$ cat src/rtl/cpu_phase_sequencer.sv
// ============================================================================
// Module   : cpu_phase_sequencer
// Brief    : Multi-cycle FETCH/DECODE/EXECUTE/MEM/WRITEBACK phase controller
//            with RAM wait states, halt, memory-timeout fault and retire count.
// Revision : 1.0  initial release
// ============================================================================
`default_nettype none
`timescale 1ns/1ps

module cpu_phase_sequencer #(
    parameter int MEM_TIMEOUT = 15,
    parameter int CNT_W       = 20
) (
    input  logic             clk,
    input  logic             PRS,
    input  logic             start,
    input  logic             stop,
    input  logic [2:0]       instr_class,
    input  logic             mem_ready,
    output logic [2:0]       phase,
    output logic             ir_load,
    output logic             pc_en,
    output logic             pc_src,
    output logic             imm_sel,
    output logic             rf_we,
    output logic             ram_re,
    output logic             ram_we,
    output logic             halted,
    output logic             fault,
    output logic [CNT_W-1:0] retired
);

    localparam logic [2:0] c_cls_nop     = 3'd0;
    localparam logic [2:0] c_cls_alu_reg = 3'd1;
    localparam logic [2:0] c_cls_alu_imm = 3'd2;
    localparam logic [2:0] c_cls_load    = 3'd3;
    localparam logic [2:0] c_cls_store   = 3'd4;
    localparam logic [2:0] c_cls_branch  = 3'd5;
    localparam logic [2:0] c_cls_jump    = 3'd6;
    localparam logic [2:0] c_cls_halt    = 3'd7;

    localparam logic [7:0] c_timeout = 8'(MEM_TIMEOUT);

    typedef enum logic [2:0] {
        c_st_idle    = 3'd0,
        c_st_fetch   = 3'd1,
        c_st_decode  = 3'd2,
        c_st_execute = 3'd3,
        c_st_mem     = 3'd4,
        c_st_wb      = 3'd5,
        c_st_halted  = 3'd6,
        c_st_fault   = 3'd7
    } state_t;

    state_t           r_state;
    logic [2:0]       r_cls;
    logic [7:0]       r_wait;
    logic [CNT_W-1:0] r_retired;

    // Output decode: Moore on state/cls, except the STORE retire strobe
    // which must coincide with the mem_ready cycle.
    always_comb begin
        ir_load = 1'b0;
        pc_en   = 1'b0;
        pc_src  = 1'b0;
        imm_sel = 1'b0;
        rf_we   = 1'b0;
        ram_re  = 1'b0;
        ram_we  = 1'b0;
        halted  = 1'b0;
        fault   = 1'b0;
        case (r_state)
            c_st_fetch: ir_load = 1'b1;
            c_st_execute: begin
                case (r_cls)
                    c_cls_nop, c_cls_jump: pc_en = 1'b1;
                    c_cls_branch: begin
                        pc_en  = 1'b1;
                        pc_src = 1'b1;
                    end
                    c_cls_alu_imm: imm_sel = 1'b1;
                    default: ;
                endcase
            end
            c_st_mem: begin
                ram_re = (r_cls == c_cls_load);
                ram_we = (r_cls == c_cls_store);
                pc_en  = (r_cls == c_cls_store) && mem_ready;
            end
            c_st_wb: begin
                rf_we   = 1'b1;
                pc_en   = 1'b1;
                imm_sel = (r_cls == c_cls_alu_imm);
            end
            c_st_halted: halted = 1'b1;
            c_st_fault:  fault  = 1'b1;
            default: ;
        endcase
    end

    always_ff @(posedge clk) begin
        if (PRS) begin
            r_state   <= c_st_idle;
            r_cls     <= c_cls_nop;
            r_wait    <= 8'd0;
            r_retired <= '0;
        end else begin
            case (r_state)
                c_st_idle:   if (start) r_state <= c_st_fetch;
                c_st_fetch:  r_state <= c_st_decode;
                c_st_decode: begin
                    r_cls   <= instr_class;
                    r_state <= (instr_class == c_cls_halt) ? c_st_halted : c_st_execute;
                end
                c_st_execute: begin
                    case (r_cls)
                        c_cls_alu_reg, c_cls_alu_imm: r_state <= c_st_wb;
                        c_cls_load, c_cls_store: begin
                            r_state <= c_st_mem;
                            r_wait  <= 8'd0;
                        end
                        default: ;
                    endcase
                end
                c_st_mem: begin
                    if (mem_ready) begin
                        if (r_cls == c_cls_load) r_state <= c_st_wb;
                    end else begin
                        r_wait <= r_wait + 8'd1;
                        if (r_wait + 8'd1 == c_timeout) r_state <= c_st_fault;
                    end
                end
                default: ;
            endcase

            // Every retire funnels through pc_en; stop is only honoured here.
            if (pc_en) begin
                r_retired <= r_retired + CNT_W'(1);
                r_state   <= stop ? c_st_idle : c_st_fetch;
            end
        end
    end

    assign phase   = r_state;
    assign retired = r_retired;

endmodule

`default_nettype wire

$ cat config.mk
export PLATFORM = sky130hd
export DESIGN_NAME = cpu_phase_sequencer
export DESIGN_NICKNAME = d
export VERILOG_FILES = /design/src/rtl/cpu_phase_sequencer.sv
export SDC_FILE = /design/constraint.sdc
export NUM_CORES = 1
export LEC_CHECK = 0
export BUFFER_PORTS_ARGS = -buffer_cell sky130_fd_sc_hd__buf_2
export CAP_MARGIN = 20
export CORE_AREA = 2 2 67 69
export DETAILED_ROUTE_END_ITERATION = 12
export DIE_AREA = 0 0 69 71
export GPL_ROUTABILITY_DRIVEN = 0
export PLACE_DENSITY = 0.7
export SLEW_MARGIN = 20
export SYNTH_ARGS = -nofsm -noshare
export SYNTH_HDL_FRONTEND = slang
export SYNTH_SLANG_ARGS = --single-unit
$ cat constraint.sdc
create_clock -name clk -period 1.9 [get_ports clk]
set_clock_uncertainty 0.05 [all_clocks]
set_input_delay 0.19 -clock clk [delete_from_list [all_inputs] [get_ports clk]]
set_output_delay 0.19 -clock clk [all_outputs]
set_load 0.02 [all_outputs]
==> impl_metrics.csv <==
group,metric,value,unit
sta,hold-worst-slack,0.09860,ns
critical_path,arrival,2.03,ns
synthesis,ys_types,48,
sta,setup_viol,0,
clock_network,root_buffer,"clkbuf_8",
clock_network,htree_levels,2,
synthesis,netlist_area,1971,um^2
layout,seqCellArea,695.7,um^2
worst_hold_path,hold_class,"in2reg",
global_route,grt_pass1_wl,7728,um
drt,drt_pre_antenna_iters,4,
layout,multi_input_area,1324,um^2
global_route,grt_usage,0.1919,
sta,fin_ws,0.01155,ns
sta,worstMarginPinSlew,0.4569,ns
drt,drcViolationCount,0,
job,max_cap_violations,0,
placement,numPortBuffers,39,
clock_network,clkTransAtPathRegs,0.07,ns
clock_network,clkLatencyLatePin,0.29,ns
status,status,"completed",
layout,area_delta_synth_final,34.92,%
placement,dp_hpwl,3499,um
synthesis,avgSynthCellArea,7.668,um^2
floorplanning,die_x,69,um
sta,period_needed,1.888,ns
power,power,2.516,mW
drt,wl,5015,um
drt,drt-vias-per-instance,5.402,
drt,route.vias.total,2015,
layout,drive_above_1_share,0.3364,
critical_path,slowest_delay,0.52,ns
sta,finalHoldViolations,0,
drt,wl_per_cell,13.45,um
layout,fillers,375,
drt,detail-route-antenna-nets,0,
power,cellLeakagePower,1.069,nW
synthesis,synth_nets,268,
sta,rsz0062_at_grt,"true",
floorplanning,fp-row-count,24,
sta,drv_slew,0,
power,power.density,946.3,nW/um^2
synthesis,synthCells,257,
sta,fin_setup_tns,0,ns
global_route,grt_pass1_vias,1766,
synthesis,synth_edf_count,0,
global_route,grt_remaining_overflow,0,
floorplanning,start_util,0.4688,
critical_path,end_kind,"register",
critical_path,startpoint_type,"register",
critical_path,cp_cell_sequence,"or4b_4 -> or4_1 -> nand3_1 -> nor4_2 -> mux2i_1 -> o21a_1",
clock_network,cts_max_path_buffers,2,
clock_network,cts_buffers,5,
sta,fin_crit_sh,0.9939,
synthesis,yosysWarnings,0,
global_route,grt_max_degree,20,
synthesis,seq_area_frac_synth,0.3454,
critical_path,required,2.04,ns
synthesis,ys.flop_type,"dfxtp_1",
synthesis,ys_seq_elements,34,
floorplanning,die_area,4899,um^2
floorplanning,ios,40,
global_route,antenna_found_initial,0,
clock_network,tritoncts,"done",
drt,drt_iter0_drc,155,
placement,dp_slack,0.01813,ns
floorplanning,core-area,4204,um^2
layout,antenna_cells,0,
critical_path,crit_type,"reg2reg",
synthesis,synthArstFlopShare,0,
critical_path,slowest_stage,"or4b_4",
sta,fmax,529.5,MHz
sta,relSlewSlack,0.6940,
power,ir_drop,0.4433,mV
layout,nNetsFinal,331,
clock_network,cts.sinks,34,
critical_path,crit_fanout,4,
floorplanning,dieHeight,71,um
[metal layers]
metal  global-route usage  wire, um  vias to the layer above
met4              0.08061       112                        0
met3              0.03989       297                       11
li1                     -         -                     1025
met5                    0         0                        -
met2               0.3162      2410                       58
met1               0.2451      2195                      921
[cell usage in the layout (no fill, tap or decap), drive strengths merged, types with 2 or more instances in the layout]
cell type   n
a21oi      15
a31oi       5
and2        2
and3        4
and4        3
buf        73
clkbuf      6
dfxtp      34
ha          3
inv         6
mux2i       3
nand2      22
nand2b      4
nand3      10
nand3b      4
nor2       42
nor3       12
nor3b       2
nor4        5
nor4b       3
o21a        2
o21ai      15
o21bai      2
or3         5
or4         2
xnor2      20
[registers in the layout (all words and copies together), names as in the netlist]
| signal | count |
|---|---|
| phase | 3 |
| r_cls | 3 |
| r_wait | 8 |
| retired | 20 |
[worst max-delay path: cells and delay by family (launching register included)]
family / cells / cell delay [ns]
DFF: 1 / 0.34
and+or+nand+nor: 4 / 1.11
AOI/OAI and AO/OA: 1 / 0.17
muxes: 1 / 0.12
[through the flow]
stage,instances,utilization,area [um^2]
2_1_floorplan,257,-,2027
3_3_place_gp,360,0.5738,2412
3_5_place_dp,360,0.5738,2412
4_1_cts,368,0.5979,2514
5_1_grt,373,0.6324,2659
6_report,373,0.6324,2659
[area by class of cell]
class,count,share of cell area
clock buffers,6,0.03106
clock inverters,2,0.004235
inverters,5,0.007059
multi-input cells,201,0.4979
flip-flops and latches,34,0.2616
well taps,52,0.02447
repair buffers,73,0.1736
[kinds of logic (layout without fill, tap and decap cells)]
family / count (synthesis) / count (layout) / synth area share
multiplexers: 3 / 3 / 0.01524
buffers and inverters: 22 / 86 / 0.04953
flip-flops: 34 / 34 / 0.3454
AO/OA/AOI/OAI: 46 / 46 / 0.1378
AND/OR/NAND/NOR: 128 / 128 / 0.3397
adder cells (fa/ha/maj): 3 / 3 / 0.01905
XOR/XNOR: 21 / 21 / 0.09334
[synthesized netlist by cell type (2+ instances only)]
library cell	instances	share of area
nand3b_1	4	0.015
inv_1	5	0.0095
buf_1	2	0.0038
mux2i_1	3	0.015
clkbuf_1	8	0.015
xnor2_1	20	0.089
nor3b_1	2	0.0076
and2_1	2	0.0063
ha_1	3	0.019
o21ai_0	12	0.030
or4_1	2	0.0076
nor4_1	4	0.013
nor3_1	12	0.030
nand2b_1	4	0.013
o21ai_1	3	0.0076
a21oi_1	15	0.038
or3_1	5	0.016
o21a_1	2	0.0076
dfxtp_1	34	0.35
nor4b_1	2	0.0089
nand3_1	10	0.025
buf_2	6	0.015
nand2_1	22	0.042
and3_1	4	0.013
nor2_1	42	0.080
a31oi_1	5	0.016
and4_1	3	0.013
[report_power, final]
group	switching, mW	leakage (nW)	internal [mW]	total [mW]
clock network	0.272	0.0515	0.292	0.564
logic	0.587	0.740	0.514	1.10
registers	0.0671	0.278	0.784	0.851
total	0.926	1.07	1.59	2.52
[repair_timing]
| action | 4_1_cts | 5_1_grt |
|---|---|---|
| setup buffers | 0 | 4 |
| gates cloned | 0 | 1 |
| pin swaps | 0 | 13 |
| hold endpoints to repair | 0 | 0 |
| hold buffers | 0 | 0 |
| resized for setup | 2 | 24 |
| endpoints found under the setup margin | 3 | 18 |
[worst paths after layout]
path	end	from	cells after the start	slack (ns)
max	phase[1]	phase[0]	6	0.01
min	r_cls[1]	instr_class[1]	3	0.1
max reg2reg	phase[1]	phase[0]	6	0.01
min reg2reg	r_cls[2]	r_cls[2]	2	0.45
Power figures use the tool's default switching activity.
